File: config.mk
export PLATFORM = sky130hd
export DESIGN_NAME = reflet_gpio_sequencer
export DESIGN_NICKNAME = d
export VERILOG_FILES = /design/src/rtl/reflet_gpio_sequencer.sv
export SDC_FILE = /design/constraint.sdc
export NUM_CORES = 1
export LEC_CHECK = 0
export ABC_AREA = 1
export CAP_MARGIN = 25
export CORE_ASPECT_RATIO = 1.75
export CORE_MARGIN = 2
export CORE_UTILIZATION = 65
export CTS_CLUSTER_DIAMETER = 40
export DETAILED_ROUTE_END_ITERATION = 6
export HOLD_SLACK_MARGIN = 0.03
export PLACE_DENSITY = 0.85
export SKIP_LAST_GASP = 1
export SYNTH_ARGS = -nofsm -noshare
export SYNTH_HDL_FRONTEND = slang
export SYNTH_SLANG_ARGS = --single-unit
File: constraint.sdc
create_clock -name clk -period 3.5 [get_ports clk]
set_input_delay 0.35 -clock clk [delete_from_list [all_inputs] [get_ports clk]]
set_output_delay 0.35 -clock clk [all_outputs]
set_load 0.01 [all_outputs]
File: src/rtl/reflet_gpio_sequencer.sv
// Memory-mapped pattern sequencer: plays an 8-entry table of 16-bit patterns onto a GPO bank,
// holding each entry for PRESC+1 cycles, once or looping, with an optional completion interrupt.
module reflet_gpio_sequencer #(
  parameter int unsigned                   base_addr_size = 16,
  parameter logic [base_addr_size-1:0]     base_addr      = 16'hFF10
) (
  input  logic                      clk,
  input  logic                      reset,
  input  logic                      enable,
  output logic                      interrupt,
  input  logic [base_addr_size-1:0] addr,
  input  logic                      write_en,
  input  logic [7:0]                data_in,
  output logic [7:0]                data_out,
  output logic [15:0]               gpo
);

  localparam int unsigned AW = base_addr_size + 1;

  localparam logic [4:0] OFF_CTRL     = 5'd0;
  localparam logic [4:0] OFF_STATUS   = 5'd1;
  localparam logic [4:0] OFF_PRESC_LO = 5'd2;
  localparam logic [4:0] OFF_PRESC_HI = 5'd3;
  localparam logic [4:0] OFF_LEN      = 5'd4;

  typedef enum logic [1:0] {
    S_IDLE,
    S_RUN,
    S_DONE
  } state_e;

  state_e      state_q, state_d;
  logic        loop_q, loop_d;
  logic        int_en_q, int_en_d;
  logic [2:0]  idx_q, idx_d;
  logic [2:0]  len_q, len_d;
  logic [15:0] presc_q, presc_d;
  logic [15:0] cnt_q, cnt_d;
  logic [15:0] gpo_q, gpo_d;
  logic        irq_q, irq_d;
  logic [15:0] pattern_q [8];
  logic [15:0] pattern_d [8];

  // Window end is computed one bit wider so a window touching the top of the map cannot wrap.
  logic [AW-1:0] addr_ext;
  logic [AW-1:0] win_end;
  logic          selected;
  logic          wr;
  logic [4:0]    offset;
  logic          start;
  logic          stop;

  assign addr_ext = {1'b0, addr};
  assign win_end  = {1'b0, base_addr} + AW'(32);
  assign selected = enable && (addr >= base_addr) && (addr_ext < win_end);
  assign offset   = addr[4:0] - base_addr[4:0];
  assign wr       = selected && write_en;
  assign start    = wr && (offset == OFF_CTRL) && data_in[0];
  assign stop     = wr && (offset == OFF_CTRL) && data_in[1];

  // NOTE: combinational logic uses blocking '=' and gives every output a default first, so no latch is inferred.
  always_comb begin
    state_d   = state_q;
    loop_d    = loop_q;
    int_en_d  = int_en_q;
    idx_d     = idx_q;
    len_d     = len_q;
    presc_d   = presc_q;
    cnt_d     = cnt_q;
    gpo_d     = gpo_q;
    irq_d     = 1'b0;
    pattern_d = pattern_q;

    if (wr) begin
      case (offset)
        OFF_CTRL: begin
          loop_d   = data_in[2];
          int_en_d = data_in[3];
        end
        // Clearing only applies to a DONE already latched, so a completion on this edge wins.
        OFF_STATUS:   if (data_in[1] && (state_q == S_DONE)) state_d = S_IDLE;
        OFF_PRESC_LO: presc_d[7:0]  = data_in;
        OFF_PRESC_HI: presc_d[15:8] = data_in;
        OFF_LEN:      len_d = data_in[2:0];
        default: begin
          if (offset[4]) begin
            if (offset[0]) pattern_d[offset[3:1]][15:8] = data_in;
            else           pattern_d[offset[3:1]][7:0]  = data_in;
          end
        end
      endcase
    end

    if (stop) begin
      idx_d = '0;
      if (state_q == S_RUN) state_d = S_IDLE;
    end else if (start) begin
      idx_d   = '0;
      gpo_d   = pattern_q[0];
      cnt_d   = presc_q;
      state_d = S_RUN;
    end else if (state_q == S_RUN) begin
      if (cnt_q != '0) begin
        cnt_d = cnt_q - 16'd1;
      end else if (idx_q < len_q) begin
        idx_d = idx_q + 3'd1;
        gpo_d = pattern_q[idx_q + 3'd1];
        cnt_d = presc_q;
      end else if (loop_q) begin
        idx_d = '0;
        gpo_d = pattern_q[0];
        cnt_d = presc_q;
      end else begin
        idx_d   = '0;
        state_d = S_DONE;
        irq_d   = int_en_q;
      end
    end
  end

  // NOTE: state uses non-blocking '<='; the pattern table is reset too because software may read it back after reset.
  always_ff @(posedge clk) begin
    if (!reset) begin
      state_q   <= S_IDLE;
      loop_q    <= 1'b0;
      int_en_q  <= 1'b0;
      idx_q     <= '0;
      len_q     <= '0;
      presc_q   <= '0;
      cnt_q     <= '0;
      gpo_q     <= '0;
      irq_q     <= 1'b0;
      pattern_q <= '{default: '0};
    end else begin
      state_q   <= state_d;
      loop_q    <= loop_d;
      int_en_q  <= int_en_d;
      idx_q     <= idx_d;
      len_q     <= len_d;
      presc_q   <= presc_d;
      cnt_q     <= cnt_d;
      gpo_q     <= gpo_d;
      irq_q     <= irq_d;
      pattern_q <= pattern_d;
    end
  end

  always_comb begin
    data_out = '0;
    if (selected) begin
      case (offset)
        OFF_CTRL:     data_out = {4'b0, int_en_q, loop_q, 2'b0};
        OFF_STATUS:   data_out = {1'b0, idx_q, 2'b0, state_q == S_DONE, state_q == S_RUN};
        OFF_PRESC_LO: data_out = presc_q[7:0];
        OFF_PRESC_HI: data_out = presc_q[15:8];
        OFF_LEN:      data_out = {5'b0, len_q};
        default: begin
          if (offset[4]) data_out = offset[0] ? pattern_q[offset[3:1]][15:8] : pattern_q[offset[3:1]][7:0];
        end
      endcase
    end
  end

  assign gpo       = gpo_q;
  assign interrupt = irq_q;

endmodule
# Yosys cells after proc, flatten, opt, wreduce, memory -nomap -nowiden
# Index checks and enable logic that the tools add are counted.
[word_totals]
reg_bits = 187
inputBits = 28
out_inout_bits = 25
elab_cells = 103
[classes]
n_addsub = 3
order_cmp = 6
n_eq_ne = 7
muxes = 38
bitwise = 7
n_reduce_logical = 24
[ops]
columns = ["cell", "count"]
rows = [
  ["bitwise mux 128 bit", 2],
  ["two-way mux 16 bit", 15],
  ["two-way mux 128 bit", 1],
  ["binary-select mux 16 bit (select 3 bit)", 2],
  ["demux 16 bit (select 3 bit)", 2],
  ["one-hot mux 8 bit (5 select lines)", 1],
  ["two-way mux 8 bit", 4],
  ["two-way mux 2 bit", 10],
  ["greater-or-equal comparator 16 bit (second input constant)", 1],
  ["less-than comparator 16 bit (second input constant)", 1],
  ["nonzero test 16 bit", 1],
  ["subtractor 16 x 1 -> 16 bit (second input constant)", 1],
  ["equality test 5 x 2 -> 1 bit (second input constant)", 2],
  ["AND reduction 2 bit", 5],
  ["greater-or-equal comparator 4 bit (second input constant)", 2],
  ["logical AND 1 bit", 8],
  ["inverter 3 -> 4 bit", 2],
  ["OR reduction 7 bit", 1],
  ["AND reduction 3 bit", 2],
  ["equality test 5 x 1 -> 1 bit (second input constant)", 1],
  ["equality test 5 x 3 -> 1 bit (second input constant)", 1],
  ["logical NOT 5 bit", 1],
  ["inverter 1 bit", 5],
  ["OR reduction 5 bit", 1],
  ["13 further kinds", 13],
]

# Longest topological paths before layout
[logic_depth]
word_depth = 11
depth_mapped = 14
mapped_depth_nobuf = 12

# Least setup slack after synthesis
# Ideal clock, no wire load.
[synth_timing]
kind = "input port to output port"
start = "in addr[3]"
end = "out data_out[2]"
arrival_ns = 1.745
slack_ns = 1.405
stages = 11
path_buffers = 2
cell_sequence = "buf_2 nor2_4 nand2_1 inv_1 clkbuf_1 nand2_1 nand3_1 nor2_1 nand3_1 nand3_1 a21oi_1"
[synth_via]
elab_chain_cells = 9
[synth_lines]
columns = ["element", "line_no", "text"]
rows = [
  ["start, declared", "11", "input logic [base_addr_size-1:0] addr,"],
  ["subtractor 5 bit", "56", "assign offset = addr[4:0] - base_addr[4:0];"],
  ["inverter 3 -> 4 bit (implied by the code)", "158", "if (offset[4]) data_out = offset[0] ? pattern_q[offset[3:1]][15:8] : pattern_q[offset[3:1]][7:0];"],
  ["binary-select mux 16 bit (select 3 bit)", "158", ""],
  ["two-way mux 16 bit (implied by the code) (2 in a row)", "158", ""],
  ["two-way mux 8 bit (2 in a row)", "158", ""],
  ["one-hot mux 8 bit (5 select lines)", "151", "case (offset)"],
  ["two-way mux 8 bit *", "150", "if (selected) begin"],
  ["end, declared", "14", "output logic [7:0] data_out,"],
]
# Mark *: on every way between the ends. The rest lies on a longest branch, timed or not. The select of a mux whose other input is x is not followed.

# Final worst setup path
[layout_timing]
start = "in addr[3]"
end = "out data_out[6]"
# The elaborated chain is that of the path after synthesis.

==> flow_summary.toml <==
[timing]
totalNegativeSetupSlack_ps = 0
finalCritPeriodShare = 0.948
fin_worst_skew_ps = 11.2
worst_pin_slew_ps = 917
max_clock_freq_mhz = 301
fin_ws_ps = 183
grt_setup_unrepaired = "no"
min_period_ps = 3320
finalSetupViolations = 0
drv_slew = 0
finalHoldViolations = 0
max_slew_margin = 0.389

[layout]
post-route-util = 0.736
fin_nets = 1741
final_cells = 1910
syn_to_final_growth_pct = 12.1
antenna_cells = 0
layout-drive-gt1-share = 0.0703

[logic_synthesis]
synth_top_area_frac = 0.363
synthArstFlopShare = 0
synth.top_cells.by_count = "429 x nand2_1, 383 x nor2_1, 187 x dfxtp_1"
syn_nets = 1720
synth_area_per_cell_um2 = 6.11
synth_top_cell_by_area = "dfxtp_1"
yosysUniqueCellTypes = 36
synth_area_leaders = "dfxtp_1 36%, nand2_1 16%, nor2_1 14%"
synth_flop_cell = "dfxtp_1"
yosysWarnings = 0
ys_seq_elements = 187
synth_area_um2 = 10300
synth-seq-area-share = 0.363
synth-edff-count = 0
synth.most_common_cell = "nand2_1"
synthCells = 1688

[worst_setup_path]
max_stage_delay_ps = 580
path_depth = 10
critPathLaunchType = "input pin"
critPathTopFamily = "buffers and inverters"
r2r_cells = 10
crit_type = "input pin to output port"
cp.required_ps = 3150
cpMostUsedCell = "nand2_1"
crit_chain = "clkdlybuf4s50_1, inv_1, nand2_1, nor2_1, nand2_1, nand2_1, inv_1, o21ai_0, a21oi_1, clkdlybuf4s50_1"
cp_num_buf_inv = 4
crit_slowest_cell = "clkdlybuf4s50_1"
worstPathArrival_ps = 2970
crit_fanout = 12
worstSetupEndpointType = "output port"

[clock_tree]
cts_sinks = 187
ctsHoldBuffers = 0
numCtsBuffers = 17
cts_resized = 0
htreeDepth = 4
clkTransAtPathRegs_ps = 60
cts-root-buf = "clkbuf_16"
postCtsSetupRepairBufs = 0
cts_buffer_depth = 2
clkLatencyLatePin_ps = 440
cts_tree = "built"

[global_routing]
grt_pass1_wl_um = 56900
grt_busiest_layer = "met2"
grt.overflow.total = 0
antenna_found_initial = 0
track_usage = 0.435
first_global_vias = 10700
grt_max_degree = 102
grtUsageMet2 = 0.727
grt_use_met3 = 0.0837
use_met1 = 0.459

[placement]
dp.cells = 1878
pre_cts_ws_ps = 270
place_congestion = 1.06
hpwl_um = 26800
port_buffers = 52

[drt]
ant_nets = 0
dr.pass1.iters = 7
wirelength_um = 37100
wl_per_cell_um = 19.4
viasPerCell = 6.08
initialDrtViolationCount = 1115
via_count = 11600
drcViolationCount = 0

[power_and_ir_drop]
power_density_nw_per_um2 = 367
finalPower_uw = 4240
p_leak_uw = 0.00528
ir_drop_mv = 0.394

[run_status]
outcome = "finished, final reports clean"

[hold_path]
holdCritPathClass = "flop to flop"
whs_path_depth = 2

[floorplanning]
coreArea_um2 = 15700
die_w_um = 99.3
dieArea_um2 = 16900
rows = 61
io_pins = 53
die_h_um = 171
initial_utilization = 0.656

[job]
maxCapViolCount = 0
## final cells by class
class | instances | area, um2
clock inverters | 11 | 116
inverters | 112 | 420
fillers | 1351 | 4160
flip-flops and latches | 187 | 3740
repair buffers | 92 | 826
multi-input cells | 1299 | 5780
well taps | 189 | 236
clock buffers | 20 | 437
## logic make-up after synthesis
group | count (synthesis) | synth area share
AOI/OAI and AO/OA | 269 | 0.136
xor gates and xnor gates | 12 | 0.0102
buffers and inverters | 202 | 0.0771
and+or+nand+nor | 1014 | 0.409
adders and majority gates | 4 | 0.00485
DFF | 187 | 0.363
## report_power, final
group	total, uW	internal [uW]	leakage, uW	switching [uW]
combinational	226	66.4	0.00351	160
sequential	2130	2130	0.00151	0.0186
clock	1890	993	0.000264	895
## path summary, 6_finish.rpt
path / start / end / slack [ps]
max: addr[3] / data_out[6] / 180
min: presc_q[7]$_SDFFE_PN0P_ / presc_q[7]$_SDFFE_PN0P_ / 480
max reg2reg: idx_q[1]$_SDFFE_PP0P_ / gpo[8]$_SDFFE_PN0P_ / 960
min reg2reg: presc_q[7]$_SDFFE_PN0P_ / presc_q[7]$_SDFFE_PN0P_ / 480
## cell usage in the layout (no fill, tap or decap), types with 21 or more instances in the layout
| cell | count |
|---|---|
| nand2_1 | 429 |
| nor2_1 | 383 |
| dfxtp_1 | 186 |
| o21ai_0 | 183 |
| nand3_1 | 150 |
| inv_1 | 89 |
| a21oi_1 | 60 |
| clkdlybuf4s50_1 | 51 |
| buf_4 | 40 |
| inv_2 | 21 |
## routing by layer
metal  routed length [um]  share of wire  vias up
met5                    0              0        -
met4                 4020           0.11        0
met3                 3010          0.081      268
met2                17400           0.47      737
met1                12600           0.34     5163
li1                     -              -     5450
## through the flow
stage	instance area [um2]	hold WS (ps)
after floorplan	10300	435
after global placement	11000	444
after detailed placement	11000	464
after CTS	11500	474
after global routing	11600	490
final	11600	479
## worst reg2reg max path, cell delays in order, from the launching register on
cell,delay (ps)
dfxtp_1,430
ha_1,290
inv_1,560
buf_4,340
o21ai_0,120
a21oi_1,140
o21ai_0,170
nand3_1,150
nand2_1,60
nor2_1,110
nor2_1,70
## state kept, by name, indices dropped and copies added (netlist names)
name       flops
pattern_q    128
cnt_q         16
gpo           16
presc_q       16
idx_q          3
len_q          3
state_q        2
int_en_q       1
interrupt      1
loop_q         1
Power figures use the tool's default switching activity.
